==> config.mk <==
export PLATFORM = sky130hd
export DESIGN_NAME = fetch_queue
export DESIGN_NICKNAME = d
export VERILOG_FILES = /design/src/rtl/fetch_queue.sv
export SDC_FILE = /design/constraint.sdc
export NUM_CORES = 1
export LEC_CHECK = 0
export BUFFER_PORTS_ARGS = -buffer_cell sky130_fd_sc_hd__buf_4
export CORE_MARGIN = 3
export CORE_UTILIZATION = 45
export CTS_BUF_LIST = sky130_fd_sc_hd__clkbuf_4 sky130_fd_sc_hd__clkbuf_8 sky130_fd_sc_hd__clkbuf_16
export DETAILED_ROUTE_END_ITERATION = 16
export HOLD_SLACK_MARGIN = 0.03
export PLACE_DENSITY_LB_ADDON = 0.05
export SLEW_MARGIN = 5
export SYNTH_ARGS = -nofsm -noshare
export SYNTH_HDL_FRONTEND = slang
export SYNTH_SLANG_ARGS = --single-unit
==> constraint.sdc <==
create_clock -name clk -period 7.98 [get_ports clk]
set_input_delay 0.798 -clock clk [delete_from_list [all_inputs] [get_ports clk]]
set_output_delay 0.798 -clock clk [all_outputs]
set_load 0.01 [all_outputs]
==> src/rtl/fetch_queue.sv <==
// Prefetch instruction queue: issues in-order requests to a variable-latency
// instruction memory and buffers {instr, pc, err} for decode.
module fetch_queue #(
  parameter int unsigned      DW       = 16,
  parameter int unsigned      AW       = 16,
  parameter int unsigned      DEPTH    = 4,
  parameter logic [AW-1:0]    RESET_PC = '0,
  parameter int unsigned      INC      = 2
) (
  input  logic          clk,
  input  logic          rst,
  input  logic          halt,
  input  logic          redirect,
  input  logic [AW-1:0] redirect_pc,
  output logic          imem_req,
  output logic [AW-1:0] imem_addr,
  input  logic          imem_gnt,
  input  logic          imem_rvalid,
  input  logic [DW-1:0] imem_rdata,
  input  logic          imem_err,
  output logic          out_valid,
  input  logic          out_ready,
  output logic [DW-1:0] out_instr,
  output logic [AW-1:0] out_pc,
  output logic [AW-1:0] out_pc_next,
  output logic          out_err
);

  localparam int unsigned CW  = $clog2(DEPTH + 1);
  localparam int unsigned PW  = (DEPTH > 1) ? $clog2(DEPTH) : 1;
  // Stale responses can pile up across back-to-back redirects; sized for the
  // memory's own in-flight capacity rather than for DEPTH.
  localparam int unsigned DrW = 8;

  logic [AW-1:0]  r_fetch_pc;
  logic [CW-1:0]  r_count;
  logic [CW-1:0]  r_outstanding;
  logic [DrW-1:0] r_drop;
  logic [PW-1:0]  r_wptr;
  logic [PW-1:0]  r_rptr;
  logic [DW-1:0]  r_instr [DEPTH];
  logic [AW-1:0]  r_pc    [DEPTH];
  logic           r_err   [DEPTH];

  logic [CW:0]    w_credit_used;
  logic           w_gnt;
  logic           w_keep;
  logic           w_drop_rsp;
  logic           w_pop;
  logic [AW-1:0]  w_tail_pc;
  logic [AW-1:0]  w_fetch_pc_nxt;
  logic [CW-1:0]  w_count_nxt;
  logic [CW-1:0]  w_outstanding_nxt;
  logic [DrW-1:0] w_drop_nxt;
  logic [PW-1:0]  w_wptr_nxt;
  logic [PW-1:0]  w_rptr_nxt;

  // Credit covers both queued entries and live requests, so a kept response
  // always finds a free slot.
  assign w_credit_used = {1'b0, r_count} + {1'b0, r_outstanding};
  assign imem_req      = rst & ~halt & (w_credit_used < (CW + 1)'(DEPTH));
  assign imem_addr     = r_fetch_pc;

  assign w_gnt      = imem_req & imem_gnt;
  assign w_drop_rsp = imem_rvalid & (r_drop != '0);
  assign w_keep     = imem_rvalid & (r_drop == '0);
  assign w_pop      = (r_count != '0) & out_ready;
  // Oldest live request's PC: the one this response belongs to.
  assign w_tail_pc  = r_fetch_pc - (AW'(r_outstanding) * AW'(INC));

  always_comb begin
    w_fetch_pc_nxt    = r_fetch_pc;
    w_count_nxt       = r_count;
    w_outstanding_nxt = r_outstanding;
    w_drop_nxt        = r_drop;
    w_wptr_nxt        = r_wptr;
    w_rptr_nxt        = r_rptr;
    if (redirect) begin
      w_fetch_pc_nxt    = redirect_pc;
      w_count_nxt       = '0;
      w_outstanding_nxt = '0;
      w_wptr_nxt        = '0;
      w_rptr_nxt        = '0;
      w_drop_nxt        = r_drop + DrW'(r_outstanding) + DrW'(w_gnt) - DrW'(imem_rvalid);
    end else begin
      if (w_gnt) w_fetch_pc_nxt = r_fetch_pc + AW'(INC);
      w_outstanding_nxt = r_outstanding + CW'(w_gnt) - CW'(w_keep);
      if (w_drop_rsp) w_drop_nxt = r_drop - DrW'(1);
      if (w_keep) w_wptr_nxt = r_wptr + PW'(1);
      if (w_pop) w_rptr_nxt = r_rptr + PW'(1);
      w_count_nxt = r_count + CW'(w_keep) - CW'(w_pop);
    end
  end

  always_ff @(posedge clk or negedge rst) begin
    if (!rst) begin
      r_fetch_pc    <= RESET_PC;
      r_count       <= '0;
      r_outstanding <= '0;
      r_drop        <= '0;
      r_wptr        <= '0;
      r_rptr        <= '0;
    end else begin
      r_fetch_pc    <= w_fetch_pc_nxt;
      r_count       <= w_count_nxt;
      r_outstanding <= w_outstanding_nxt;
      r_drop        <= w_drop_nxt;
      r_wptr        <= w_wptr_nxt;
      r_rptr        <= w_rptr_nxt;
    end
  end

  always_ff @(posedge clk or negedge rst) begin
    if (!rst) begin
      for (int i = 0; i < int'(DEPTH); i++) begin
        r_instr[i] <= '0;
        r_pc[i]    <= RESET_PC;
        r_err[i]   <= 1'b0;
      end
    end else if (w_keep && !redirect) begin
      r_instr[r_wptr] <= imem_rdata;
      r_pc[r_wptr]    <= w_tail_pc;
      r_err[r_wptr]   <= imem_err;
    end
  end

  assign out_valid   = (r_count != '0);
  assign out_instr   = r_instr[r_rptr];
  assign out_pc      = r_pc[r_rptr];
  assign out_pc_next = r_pc[r_rptr] + AW'(INC);
  assign out_err     = out_valid & r_err[r_rptr];

endmodule

==> flow_metrics.env, run 1 <==
export IMPL_clockBufferDepth=2
export IMPL_critPathCaptureType="output port"
export IMPL_arrival_ps=3160
export IMPL_critPathMaxStageDelay_ps=760
export IMPL_drt_first_pass_iters=4
export IMPL_synth_seq_area_share=0.492
export IMPL_num_fill_cells=1591
export IMPL_ff_latch_area_um2=4160
export IMPL_place_congestion=0.838
export IMPL_pwr_share_comb=0.267
export IMPL_synth_fp_nets=796
export IMPL_leakage_nw=4.73
export IMPL_cts_tree="built"
export IMPL_final_common_cell="dfrtp_1"
export IMPL_critPathRequiredTime_ps=7180
export IMPL_relSlewSlack=0.219
export IMPL_avgRoutedWirePerCell_um=17.8
export IMPL_synth_avg_cell_area_um2=11.7
export IMPL_crit_slowest_cell="dfrtp_2"
export IMPL_power_switching_uw=775
export IMPL_status="complete, no violations"
export IMPL_drtAntennaViolNets=0
export IMPL_port_buffers=106
export IMPL_post_route_util=0.549
export IMPL_cts_root_buf="clkbuf_16"
export IMPL_crit_top_cell="buf_4"
export IMPL_clock_latency_ps=430
export IMPL_grt_pass1_vias=5858
export IMPL_post_route_cell_area_um2=9990
export IMPL_synthCells=722
export IMPL_yosys_top_cells_area="dfrtp_1 49%, mux2_2 9.9%, mux4_2 8.8%"
export IMPL_routed_wl_mm=18.7
export IMPL_layout_nets=883
export IMPL_setup_tns_ps=0
export IMPL_drive_gt1_frac=0.322
export IMPL_final_max_slew_viol_count=0
export IMPL_dp_hpwl_mm=12.6
export IMPL_row_count=49
export IMPL_top_layer="met4"
export IMPL_dieArea_um2=20500
export IMPL_multi_input_area_um2=3960
export IMPL_dpl_cell_area_um2=9350
export IMPL_synth_top_area_frac=0.492
export IMPL_cts_buffers=17
export IMPL_synth_edf_count=0
export IMPL_grt_use_total=0.189
export IMPL_hold_viol=0
export IMPL_seqPwrFrac=0.387
export IMPL_grt_start_max_net_pins=80
export IMPL_setup_slack_ps=4020
export IMPL_crit_path_max_fanout=18
export IMPL_wl_met1_mm=8.95
export IMPL_rsz0062_at_grt="no"
export IMPL_overflow=0
export IMPL_worst_slew_pin_slew_ps=1170
export IMPL_cts_resized_gates=0
export IMPL_antenna_found_initial=0
export IMPL_ys_async_sr_fraction=1.00
export IMPL_start_kind="flip-flop"
export IMPL_route_met2_wl_mm=8.88
export IMPL_layout_common_cells="165 x dfrtp_1, 109 x buf_4, 93 x nand2_1"
export IMPL_dieHeight_um=143
export IMPL_vias=5633
export IMPL_drt_iter0_markers=245
export IMPL_syn_to_final_growth_pct=18.2
export IMPL_start_util=0.464
export IMPL_netlist_area_um2=8450
export IMPL_final_setup_viol_count=0
export IMPL_crit_type="reg2out"
export IMPL_internal_power_mw=1.79
export IMPL_wl_met3_um=696
export IMPL_die_w_um=143
export IMPL_path_clk_slew_ps=70
export IMPL_fin_crit_ps=3960
export IMPL_core_um2=18200
export IMPL_post_cts_buffers=0
export IMPL_drc_errors=0
export IMPL_pwr_share_clk=0.347
export IMPL_irDropWorstVdd_mv=0.148
export IMPL_ys_ff_latch=166
export IMPL_maxCapViolCount=0
export IMPL_power_switching_share=0.303
export IMPL_yosys_warnings=0
export IMPL_dp_slack_ps=4360
export IMPL_min_period_over_period=0.496
export IMPL_fin_hold_ws_ps=238
export IMPL_worst_clock_skew_ps=14.7
export IMPL_hold_path_class="in2async"
export IMPL_crit_chain="buf_4 > mux4_2 > ha_1 > and3_1 > nand3_1 > xnor2_1 > buf_4"
export IMPL_boundaryPins=107
export IMPL_yosysUniqueCellTypes=48
export IMPL_vias_per_cell=5.36
export IMPL_clock_sinks=166
export IMPL_grt_pass1_wl_mm=30.4
export IMPL_hold_buffers=0
export IMPL_p_per_area_nw_per_um2=256
export IMPL_htree_levels=4
export IMPL_yosysTopAreaCell="dfrtp_1"
export IMPL_synth_flop_cell="dfrtp_1"
export IMPL_antennaDiodeCount=0
export IMPL_fmax_mhz=253
## layer usage
| metal | GRT usage | vias up |
|---|---|---|
| met1 | 0.268 | 2843 |
| met2 | 0.303 | 106 |
| met4 | 0.0450 | 0 |
| li1 | - | 2671 |
| met5 | 0 | - |
| met3 | 0.0388 | 13 |
## sequential cells by signal (all words and copies together) (netlist names)
signal / cells
r_err: 4
r_pc: 64
r_outstanding: 3
r_count: 3
imem_addr: 16
r_rptr: 2
r_drop: 8
r_instr: 64
r_wptr: 2
## layout make-up
| type | count | share of cell area |
|---|---|---|
| Sequential cell | 166 | 0.416 |
| Multi-Input combinational cell | 482 | 0.396 |
| Timing Repair Buffer | 110 | 0.0830 |
| Clock buffer | 18 | 0.0440 |
| Tap cell | 229 | 0.0287 |
| Clock inverter | 14 | 0.0199 |
| Inverter | 32 | 0.0120 |
## kinds of logic (layout without fill, tap and decap cells)
logic type                 Yosys count  count (layout)  synth area share
AOI/OAI and AO/OA                   96              96            0.0594
xor gates and xnor gates            56              56            0.0580
muxes                              108             108             0.188
and+or+nand+nor                    188             188             0.108
adders and majority gates           34              34            0.0548
DFF                                166             166             0.492
buffers and inverters               74             174            0.0409
## power groups by stage
stage / registers (mW) / clock network, mW / logic [mW]
finish: 0.990 / 0.888 / 0.682
global route: 1.00 / 0.942 / 0.768
CTS: 0.992 / 0.908 / 0.695
detailed placement: 1.01 / 0 / 0.687
global placement: 1.00 / 0 / 0.670
floorplan: 0.964 / 0 / 0.509
## stage by stage
step / power, mW / cells
final: 2.56 / 1051
after global routing: 2.71 / 1051
after CTS: 2.59 / 1051
after detailed placement: 1.69 / 1019
after global placement: 1.68 / 1019
after floorplan: 1.47 / 722
## synth_stat cells (2+ instances only)
library cell and number:
dfrtp_1 166, nand2_1 97, mux2_2 74, o21ai_0 72, xnor2_1 37, mux4_2 33
inv_1 32, ha_1 29, clkbuf_1 23, nor2_1 23, xor2_1 19, nand3_1 14
o21ai_1 11, buf_2 8, nor2b_1 8, nor3_1 7, nand4_1 6, or3_1 6
a21oi_1 5, buf_4 5, fa_1 5, and2_1 4, a31oi_1 3, and3_1 3
clkbuf_8 3, or4_4 3, nand2b_1 2, nand3b_1 2, nor3_2 2, nor3b_2 2
## worst max-delay path, delay by kind of cell, from the launching register on
family / cells / cell delay, ps
and+or+nand+nor: 2 / 360
adders and majority gates: 1 / 260
xor gates and xnor gates: 1 / 140
buffers and inverters: 2 / 610
DFF: 1 / 760
muxes: 1 / 610
## worst paths after layout
kind	slack (ps)	startpoint	end	cells after the start
max	4020	r_rptr[0]$_DFFE_PN0P_	out_pc_next[13]	7
min	240	rst	r_instr[33]$_DFFE_PN0P_	1
max reg2reg	4770	r_drop[4]$_DFFE_PN0P_	r_instr[50]$_DFFE_PN0P_	7
min reg2reg	480	r_pc[20]$_DFFE_PN0P_	r_pc[20]$_DFFE_PN0P_	2
max in group asynchronous	6410	rst	r_rptr[0]$_DFFE_PN0P_	2
min in group clk	480	r_pc[20]$_DFFE_PN0P_	r_pc[20]$_DFFE_PN0P_	2
(Power assumes the default switching activity.)
==> run 2: changes to the inputs <==
clock period = 3.4 ns   (was 7.98 ns; I/O delays follow)
==> run 2 against run 1 <==
Effect of this change: total power increased by 130%; via count down 0.30%; final cell count increased by 0.76%; combinational power up 140%; first-iteration DRC count grew 5.3%; die area stayed put; register-to-register slack got worse by 4200 ps; hold slack got worse by 200 ps; largest cell class unchanged; largest power group unchanged.
==> flow_metrics.env, run 2 (synthesis results as in run 1) <==
export IMPL_arrival_ps=2680
export IMPL_dieHeight_um=143
export IMPL_final_max_slew_viol_count=0
export IMPL_rsz0062_at_grt="no"
export IMPL_crit_path_max_fanout=16
export IMPL_min_period_over_period=0.888
export IMPL_layout_common_cells="165 x dfrtp_1, 119 x buf_4, 93 x nand2_1"
export IMPL_crit_type="reg2out"
export IMPL_die_w_um=143
export IMPL_syn_to_final_growth_pct=18.6
export IMPL_hold_viol=0
export IMPL_htree_levels=4
export IMPL_overflow=0
export IMPL_drtAntennaViolNets=0
export IMPL_critPathLaunch="r_rptr[0]$_DFFE_PN0P_"
export IMPL_setup_tns_ps=0
export IMPL_row_count=49
export IMPL_r2r_start="r_drop[4]$_DFFE_PN0P_"
export IMPL_dp_hpwl_mm=12.7
export IMPL_path_clk_slew_ps=60
export IMPL_place_congestion=0.850
export IMPL_boundaryPins=107
export IMPL_leakage_nw=4.75
export IMPL_p_per_area_nw_per_um2=578
export IMPL_port_buffers=106
export IMPL_grt_use_total=0.190
export IMPL_vias_per_cell=5.30
export IMPL_grt_pass1_vias=5857
export IMPL_clock_latency_ps=420
export IMPL_fmax_mhz=331
export IMPL_cts_buffers=17
export IMPL_dieArea_um2=20500
export IMPL_cts_root_buf="clkbuf_16"
export IMPL_antennaDiodeCount=0
export IMPL_maxCapViolCount=0
export IMPL_post_cts_buffers=0
export IMPL_clockBufferDepth=2
export IMPL_layout_nets=894
export IMPL_drt_first_pass_iters=4
export IMPL_final_setup_viol_count=0
export IMPL_drc_errors=0
export IMPL_start_kind="flip-flop"
export IMPL_hold_buffers=0
export IMPL_core_um2=18200
export IMPL_start_util=0.464
export IMPL_avgRoutedWirePerCell_um=17.3
export IMPL_cts_tree="built"
export IMPL_fin_crit_ps=3020
export IMPL_irDropWorstVdd_mv=0.370
export IMPL_clock_sinks=166
export IMPL_worst_slew_pin_slew_ps=702
export IMPL_grt_start_max_net_pins=115
export IMPL_drive_gt1_frac=0.329
export IMPL_final_common_cell="dfrtp_1"
export IMPL_num_fill_cells=1534
export IMPL_cts_resized_gates=0
export IMPL_critPathCaptureType="output port"
export IMPL_power_total_mw=5.79
export IMPL_status="complete, no violations"
export IMPL_critPathRequiredTime_ps=3060
export IMPL_hold_path_class="in2async"
export IMPL_grt_pass1_wl_mm=30.7
export IMPL_routed_wl_mm=18.3
export IMPL_drt_iter0_markers=258
export IMPL_relSlewSlack=0.532
export IMPL_antenna_found_initial=0
export IMPL_vias=5616
export IMPL_worst_clock_skew_ps=7.50
## run 2: cell type report
type                    instances  area, um^2  area share
clock buffers                  23         502      0.0501
clock inverters                 6        68.8     0.00687
inverters                      32         120      0.0120
multi-input cells             482        3960       0.395
flip-flops and latches        166        4160       0.415
well taps                     229         287      0.0286
repair buffers                121         925      0.0923
## run 2: path summary, 6_finish.rpt
| path | depth (start not counted) | slack, ps | endpoint |
|---|---|---|---|
| worst max-delay path | 6 | 380 | out_pc_next[9] |
| worst min register to register | 2 | 480 | r_pc[57]$_DFFE_PN0P_ |
| max in group asynchronous | 3 | 2200 | r_rptr[0]$_DFFE_PN0P_ |
| min in group clk | 3 | 130 | imem_addr[11]$_DFFE_PN0N_ |
| worst max register to register | 9 | 530 | r_pc[43]$_DFFE_PN0P_ |
| worst min-delay path | 2 | 40 | r_instr[2]$_DFFE_PN0P_ |
## run 2: report_power, final
part	total [mW]	switching [mW]	internal [mW]	leakage [nW]
clock	1.86	0.753	1.10	0.269
sequential	2.33	0.200	2.13	2.26
combinational	1.61	0.794	0.812	2.21
## run 2: through the flow
step                area, um^2   util  setup slack [ps]  instances  hold WS [ps]
floorplan                 8450      -               632        722          44.4
global placement          9450  0.519               615       1030           455
detailed placement        9450  0.519               505       1030           468
CTS                      10000  0.550               295       1059          61.6
global route             10000  0.550               150       1059          49.0
finish                   10000  0.550               381       1059          42.4
## run 2: critical path: stages, from the launching register on
cell and delay [ps]:
dfrtp_2 730, mux4_2 650, ha_1 270, and3_1 230, nand4_1 130, xnor2_1 120, buf_4 140
## run 2: routing by layer
| metal | global-route usage | vias up | share of wire |
|---|---|---|---|
| li1 | - | 2695 | - |
| met1 | 0.274 | 2819 | 0.48 |
| met2 | 0.301 | 93 | 0.48 |
| met3 | 0.0405 | 9 | 0.035 |
| met4 | 0.0405 | 0 | 0.0071 |
| met5 | 0 | - | 0 |
